**config.mk**
```make
export PLATFORM = sky130hd
export DESIGN_NAME = execute_hazard_ctrl
export DESIGN_NICKNAME = d
export VERILOG_FILES = /design/src/rtl/execute_hazard_ctrl.sv
export SDC_FILE = /design/constraint.sdc
export NUM_CORES = 1
export LEC_CHECK = 0
export ABC_CLOCK_PERIOD_IN_PS = 5500
export BUFFER_PORTS_ARGS = -buffer_cell sky130_fd_sc_hd__buf_4
export CORE_MARGIN = 2
export CORE_UTILIZATION = 30
export DETAILED_ROUTE_END_ITERATION = 7
export HOLD_SLACK_MARGIN = 0.05
export PLACE_DENSITY = 0.49
export SYNTH_ARGS = -nofsm -noshare
export SYNTH_HDL_FRONTEND = slang
export SYNTH_SLANG_ARGS = --single-unit
```
**constraint.sdc**
```tcl
create_clock -name clk -period 5.5 [get_ports clk]
set_input_delay 1.375 -clock clk [delete_from_list [all_inputs] [get_ports clk]]
set_output_delay 1.375 -clock clk [all_outputs]
set_load 0.01 [all_outputs]
```
**src/rtl/execute_hazard_ctrl.sv**
```systemverilog
// rtl/execute_hazard_ctrl.sv - Execute/DMEM pipeline sequencer: interlocks, memory waits, redirect flush
module execute_hazard_ctrl #(
  parameter int FLUSH_CYCLES = 2,
  parameter int CNT_W        = 32
) (
  input  logic             clk,
  input  logic             rst_n,
  input  logic [4:0]       id_rs1,
  input  logic [4:0]       id_rs2,
  input  logic             id_uses_rs1,
  input  logic             id_uses_rs2,
  input  logic [4:0]       ex_rd,
  input  logic             ex_reg_we,
  input  logic             ex_is_load,
  input  logic             do_jump,
  input  logic             mem_req_valid,
  input  logic             mem_req_is_load,
  input  logic             mem_req_ready,
  input  logic             mem_resp_valid,
  output logic             stall_if,
  output logic             stall_id,
  output logic             stall_ex,
  output logic             stall_mem,
  output logic             bubble_ex,
  output logic             flush_id,
  output logic             redirect,
  output logic [1:0]       state_o,
  output logic [CNT_W-1:0] stall_count,
  output logic [CNT_W-1:0] flush_count
);

  typedef enum logic [1:0] {
    RUN       = 2'd0,
    REQ_WAIT  = 2'd1,
    RESP_WAIT = 2'd2,
    REDIRECT  = 2'd3
  } state_t;

  state_t     state_q, state_d;
  state_t     eff_st, post_st;
  logic       ret_q, ret_d;
  logic [2:0] cnt_q, cnt_d;
  logic       freeze, load_use, acc_load;

  assign load_use = ex_is_load && ex_reg_we && (ex_rd != 5'd0) &&
                    ((id_uses_rs1 && (id_rs1 == ex_rd)) ||
                     (id_uses_rs2 && (id_rs2 == ex_rd)));

  assign acc_load = mem_req_valid && mem_req_ready && mem_req_is_load;

  // A completing wait state behaves like the state it will return to.
  assign eff_st = ((state_q == REQ_WAIT) || (state_q == RESP_WAIT)) ?
                  (ret_q ? REDIRECT : RUN) : state_q;

  assign freeze = ((state_q == RESP_WAIT) && !mem_resp_valid) ||
                  ((state_q == REQ_WAIT) && !mem_req_ready) ||
                  ((state_q != REQ_WAIT) && mem_req_valid && !mem_req_ready);

  always_comb begin
    stall_if  = 1'b0;
    stall_id  = 1'b0;
    stall_ex  = 1'b0;
    stall_mem = 1'b0;
    bubble_ex = 1'b0;
    flush_id  = 1'b0;
    redirect  = 1'b0;
    post_st   = eff_st;
    cnt_d     = cnt_q;
    ret_d     = ret_q;
    state_d   = state_q;
    if (freeze) begin
      stall_if  = 1'b1;
      stall_id  = 1'b1;
      stall_ex  = 1'b1;
      stall_mem = 1'b1;
      ret_d     = (eff_st == REDIRECT);
      state_d   = ((state_q == RESP_WAIT) && !mem_resp_valid) ? RESP_WAIT : REQ_WAIT;
    end else begin
      if (eff_st == REDIRECT) begin
        flush_id = 1'b1;
        cnt_d    = cnt_q - 3'd1;
        if (cnt_q == 3'd1) post_st = RUN;
      end else if (do_jump) begin
        redirect = 1'b1;
        flush_id = 1'b1;
        if (FLUSH_CYCLES > 1) begin
          post_st = REDIRECT;
          cnt_d   = 3'(FLUSH_CYCLES - 1);
        end
      end else if (load_use) begin
        stall_if  = 1'b1;
        stall_id  = 1'b1;
        bubble_ex = 1'b1;
      end
      // An accepted load parks in RESP_WAIT, remembering where to resume.
      if (acc_load) begin
        state_d = RESP_WAIT;
        ret_d   = (post_st == REDIRECT);
      end else begin
        state_d = post_st;
        ret_d   = 1'b0;
      end
    end
  end

  always_ff @(posedge clk or negedge rst_n) begin
    if (!rst_n) begin
      state_q     <= RUN;
      ret_q       <= 1'b0;
      cnt_q       <= 3'd0;
      stall_count <= '0;
      flush_count <= '0;
    end else begin
      state_q     <= state_d;
      ret_q       <= ret_d;
      cnt_q       <= cnt_d;
      stall_count <= stall_count + CNT_W'(stall_if);
      flush_count <= flush_count + CNT_W'(flush_id);
    end
  end

  assign state_o = state_q;

endmodule

```
# Word level (Yosys, flattened, before mapping)
# Cells that the tools add are included.
[word_totals]
memories = 0
ramBits = 0
word_cells = 61
mem_bits_ro = 0
latchBits = 0
output_inout_bits = 73
register_bits = 70
[op_classes]
mul = 0
n_mux = 24
bitwise_logic = 1
div = 0
add_sub_neg = 3
order_cmp = 0
n_reduce_logical = 20
n_shift = 0
eq_ne = 8
[op_table]
columns = ["cell", "n"]
rows = [
  ["32-bit by 1-bit adder with 32-bit output", 2],
  ["2-bit two-way mux", 9],
  ["1-bit two-way mux", 13],
  ["1-bit logical AND", 11],
  ["5-bit == test", 2],
  ["2-bit == test, second input constant", 3],
  ["3-bit two-way mux", 2],
  ["5-bit nonzero test", 1],
  ["1-bit logical OR", 4],
  ["3-bit by 1-bit == test with 1-bit output, second input constant", 1],
  ["3-bit by 1-bit subtractor with 3-bit output, second input constant", 1],
  ["2-bit by 1-bit == test with 1-bit output, second input constant", 1],
  ["1-bit zero test", 2],
  ["2-bit by 1-bit inequality test with 1-bit output, second input constant", 1],
  ["2-bit AND reduction", 1],
  ["2-bit nonzero test", 1],
  ["1-bit NOT", 1],
]

# Longest topological paths before layout
[logic_depth]
ltp_word = 9
ltp_mapped = 12

# Least setup slack after synthesis
# Ideal clock, no wire load.
[synth_path]
path_type = "input port to output port"
start = "input port ex_rd[3]"
end = "output port stall_if"
n_path_buf = 1
arrival_ns = 2.532
path_slack_ns = 1.593
path_stages = 5
t_required_ns = 4.125
path_cell_list = "xor2_1 > nor4_1 > a32oi_1 > o21ai_0 > buf_4"
[synth_between]
elab_chain_cells = 8
word_cells_on_any_way = 12
cone_classes = "2 x eq/ne; 4 x mux; 6 x reduce/logical"
[synth_rtl]
columns = ["element", "line_no", "source"]
rows = [
  ["start, declared", "12", "input logic [4:0] ex_rd,"],
  ["5-bit == test (on tied branches)", "46, 47", ""],
  ["1-bit logical AND (on tied branches)", "46, 47", ""],
  ["1-bit logical OR", "46", "((id_uses_rs1 && (id_rs1 == ex_rd)) ||"],
  ["1-bit logical AND *", "45", "assign load_use = ex_is_load && ex_reg_we && (ex_rd != 5'd0) &&"],
  ["1-bit two-way mux * (4 in series)", "-", ""],
  ["end, declared", "20", "output logic stall_if,"],
]
# Every way passes the cells marked *; elsewhere a longest branch is shown, timed or not.

# Worst setup path after layout
[layout_path]
start = "input port ex_rd[1]"
end = "output port stall_id"
[layout_between]
elab_chain_cells = 8
word_cells_on_any_way = 12
cone_classes = "2 x eq/ne; 4 x mux; 6 x reduce/logical"
[layout_rtl]
columns = ["element", "line_no", "source"]
rows = [
  ["5-bit == test (on tied branches)", "46, 47", ""],
  ["1-bit logical AND (on tied branches)", "46, 47", ""],
  ["1-bit logical OR", "46", ""],
  ["1-bit logical AND *", "45", ""],
  ["1-bit two-way mux *", "90", "end else if (load_use) begin"],
  ["1-bit two-way mux *", "83", "end else if (do_jump) begin"],
  ["1-bit two-way mux *", "79", "if (eff_st == REDIRECT) begin"],
  ["1-bit two-way mux *", "71", "if (freeze) begin"],
  ["end, declared", "21", "output logic stall_id,"],
]
# Marked as above.

==> impl_metrics.py <==
metrics = {
    "power": {
        "p_leak_nw": 2.190,
        "ir_worst_vdd_mv": 0.1702,
        "p_per_area_mw_per_mm2": 346.8,
        "total_power_mw": 1.582,
    },
    "cts": {
        "clk_pin_slew_ns": 0.05,
        "cts_setup_buffers": 0,
        "cts_sinks": 70,
        "cts-root-buf": "clkbuf_16",
        "htree_levels": 3,
        "cts_tree": "done",
        "cts_max_path_buffers": 2,
        "cts_hold_buf": 0,
        "cts_resized": 0,
        "cts_buffers": 9,
        "insertion_delay_ns": 0.32,
    },
    "global_route": {
        "grt_pass1_wl_um": 12980,
        "grt_max_degree": 71,
        "met1_usage_pct": 16.60,
        "grt.met2_usage_pct": 20.74,
        "grt_usage_pct": 12.89,
        "antenna_found_initial": 0,
        "grt-busiest-layer": "met2",
        "grt-ovfl-total": 0,
        "gr-usage-met3_pct": 2.843,
        "grt_pass1_vias": 2634,
    },
    "layout": {
        "finalNetCount": 441,
        "n_antenna_cell": 0,
        "area_delta_synth_final_pct": 33.65,
        "drive_above_1_share_pct": 28.47,
        "fillers": 1068,
    },
    "setup_path": {
        "critPathKind": "input port to primary output",
        "required_ns": 4.12,
        "startpoint_type": "input port",
        "path_max_fanout": 3,
        "ff2ff_setup_slack_ns": 2.17,
        "critPathCaptureType": "primary output",
        "cp.arrival_ns": 2.65,
    },
    "floorplanning": {
        "die_width_um": 110.7,
        "start_util_pct": 31.08,
        "io_pins": 99,
        "core_area_mm2": 0.01098,
        "die_area_mm2": 0.01225,
        "rows": 38,
        "die_h_um": 110.7,
    },
    "sta": {
        "slew_headroom_pct": 40.19,
        "fin_crit_ns": 4.023,
        "timing.fmax_ghz": 0.2486,
        "slew_violations": 0,
        "finClkSkew_ns": 0.005070,
        "hold_viol_final": 0,
        "setup_viol": 0,
        "rsz0062_at_grt": "no",
        "tns_ns": 0,
        "worst_pin_slew_ns": 0.8971,
        "setup_slack_ns": 1.477,
        "fin_hold_ws_ns": 0.4765,
        "period_share_pct": 73.14,
    },
    "logic_synthesis": {
        "ys_top_cells_by_count": "dfrtp_1 (70), xnor2_1 (56), nand4_1 (30)",
        "synth_async_sr_flop_share_pct": 100.0,
        "syn-cell-area_mm2": 0.003413,
        "yosysWarnings": 0,
        "yosysSeqAreaShare_pct": 51.32,
        "ys.flop_type": "dfrtp_1",
        "synth_seq_cells": 70,
        "netlist.top_cell.by_area": "dfrtp_1",
        "synth_edf_count": 0,
        "yosys-top-cells-area": "dfrtp_1 (51%), xnor2_1 (14%), nand4_1 (5.5%), nand3_1 (3.7%), xor2_1 (3.6%)",
        "yosysMostFrequentCell": "dfrtp_1",
        "synth.top_cell.area_share_pct": 51.32,
        "syn_inst": 304,
        "synth.distinct_cells": 40,
        "synth_nets": 338,
        "synth.avg_cell_area_um2": 11.23,
    },
    "routing": {
        "routedWlPerCell_um": 13.95,
        "route.detailed.drc": 0,
        "firstDrtPassIters": 4,
        "ant_nets": 0,
        "drt_wl_total_um": 7689,
        "drt_iter0_markers": 85,
        "viasPerCell": 4.915,
        "vias": 2708,
    },
    "run": {
        "drv_cap": 0,
    },
    "run_status": {
        "status": "finished, final reports clean",
    },
    "placement": {
        "port_buffers": 98,
        "gp_congestion": 0.7640,
        "hpwlAfterDp_um": 5553,
        "place_ws_ns": 1.405,
    },
    "min_path": {
        "min_path_type": "flop to flop",
    },
}
## layout by cell type (no fill, tap or decap), drive strengths merged, types with 2 or more instances in the layout
cell	Yosys	routed
nor3	4	4
nand2b	3	3
nor3b	2	2
and2	5	5
clkbuf	2	14
and3	16	16
xor2	14	14
buf	5	99
and4	11	11
nand2	13	13
a22o	2	2
nand4	30	30
nand3	25	25
nor2b	2	2
nor2	7	7
o21ai	7	7
ha	8	8
dfrtp	70	70
xnor2	56	56
nor4	3	3
inv	7	7
## registers in the layout, summed over array words and instances, names as in the netlist
signal and flops:
state_o 2, ret_q 1, cnt_q 3, stall_count 32, flush_count 32
## worst max-delay path: stages
cell	delay (ns)
buf_4	0.13
or4_1	0.52
o2111ai_1	0.25
o21ai_0	0.19
buf_4	0.19
## layer usage
layer  part of all wire, %  vias to the layer above  wire length [µm]
met2                    49                       83              3780
met3                   4.7                        8               364
met4                   1.4                        0               104
met1                    45                     1314              3439
li1                      -                     1303                 -
met5                     0                        -                 0
## kinds of logic after synthesis
logic type      after synthesis  share of synthesized area (%)
flops                        70                          51.32
compound gates               18                          3.813
xor+xnor                     70                          17.96
buf+inv                      14                          1.906
fa+ha+maj                     8                          2.933
simple gates                124                          22.07
## path summary, 6_finish.rpt
path	from	depth (start not counted)	endpoint
max reg2reg	state_o[0]	12	stall_count[24]
max in group asynchronous	rst_n	1	flush_count[28]
min in group asynchronous	rst_n	1	stall_count[1]
min	cnt_q[1]	1	cnt_q[1]
min reg2reg	cnt_q[1]	1	cnt_q[1]
max	ex_rd[1]	5	stall_id
## where the power goes
group,total [mW],switching [mW],leakage [nW],internal [mW]
Sequential,0.660,0.0776,0.947,0.583
Clock,0.527,0.200,0.133,0.327
Combinational,0.394,0.197,1.11,0.197
Total,1.58,0.475,2.19,1.11
## metrics by stage
step / util (%) / instance area, µm² / std cells
finish: 41.54 / 4562 / 551
global placement: 39.09 / 4293 / 536
detailed placement: 39.09 / 4293 / 536
global route: 41.54 / 4562 / 551
floorplan: - / 3413 / 304
CTS: 41.54 / 4562 / 551
## final cells by class
class / count / area (µm²) / area share (%)
Sequential cell: 70 / 1752 / 38.40
Multi-Input combinational cell: 220 / 1597 / 35.00
Timing Repair Buffer: 99 / 743.2 / 16.29
Clock buffer: 14 / 264.0 / 5.787
Tap cell: 140 / 175.2 / 3.840
Inverter: 7 / 26.28 / 0.5760
Clock inverter: 1 / 5.005 / 0.1097
(Power assumes the default switching activity.)
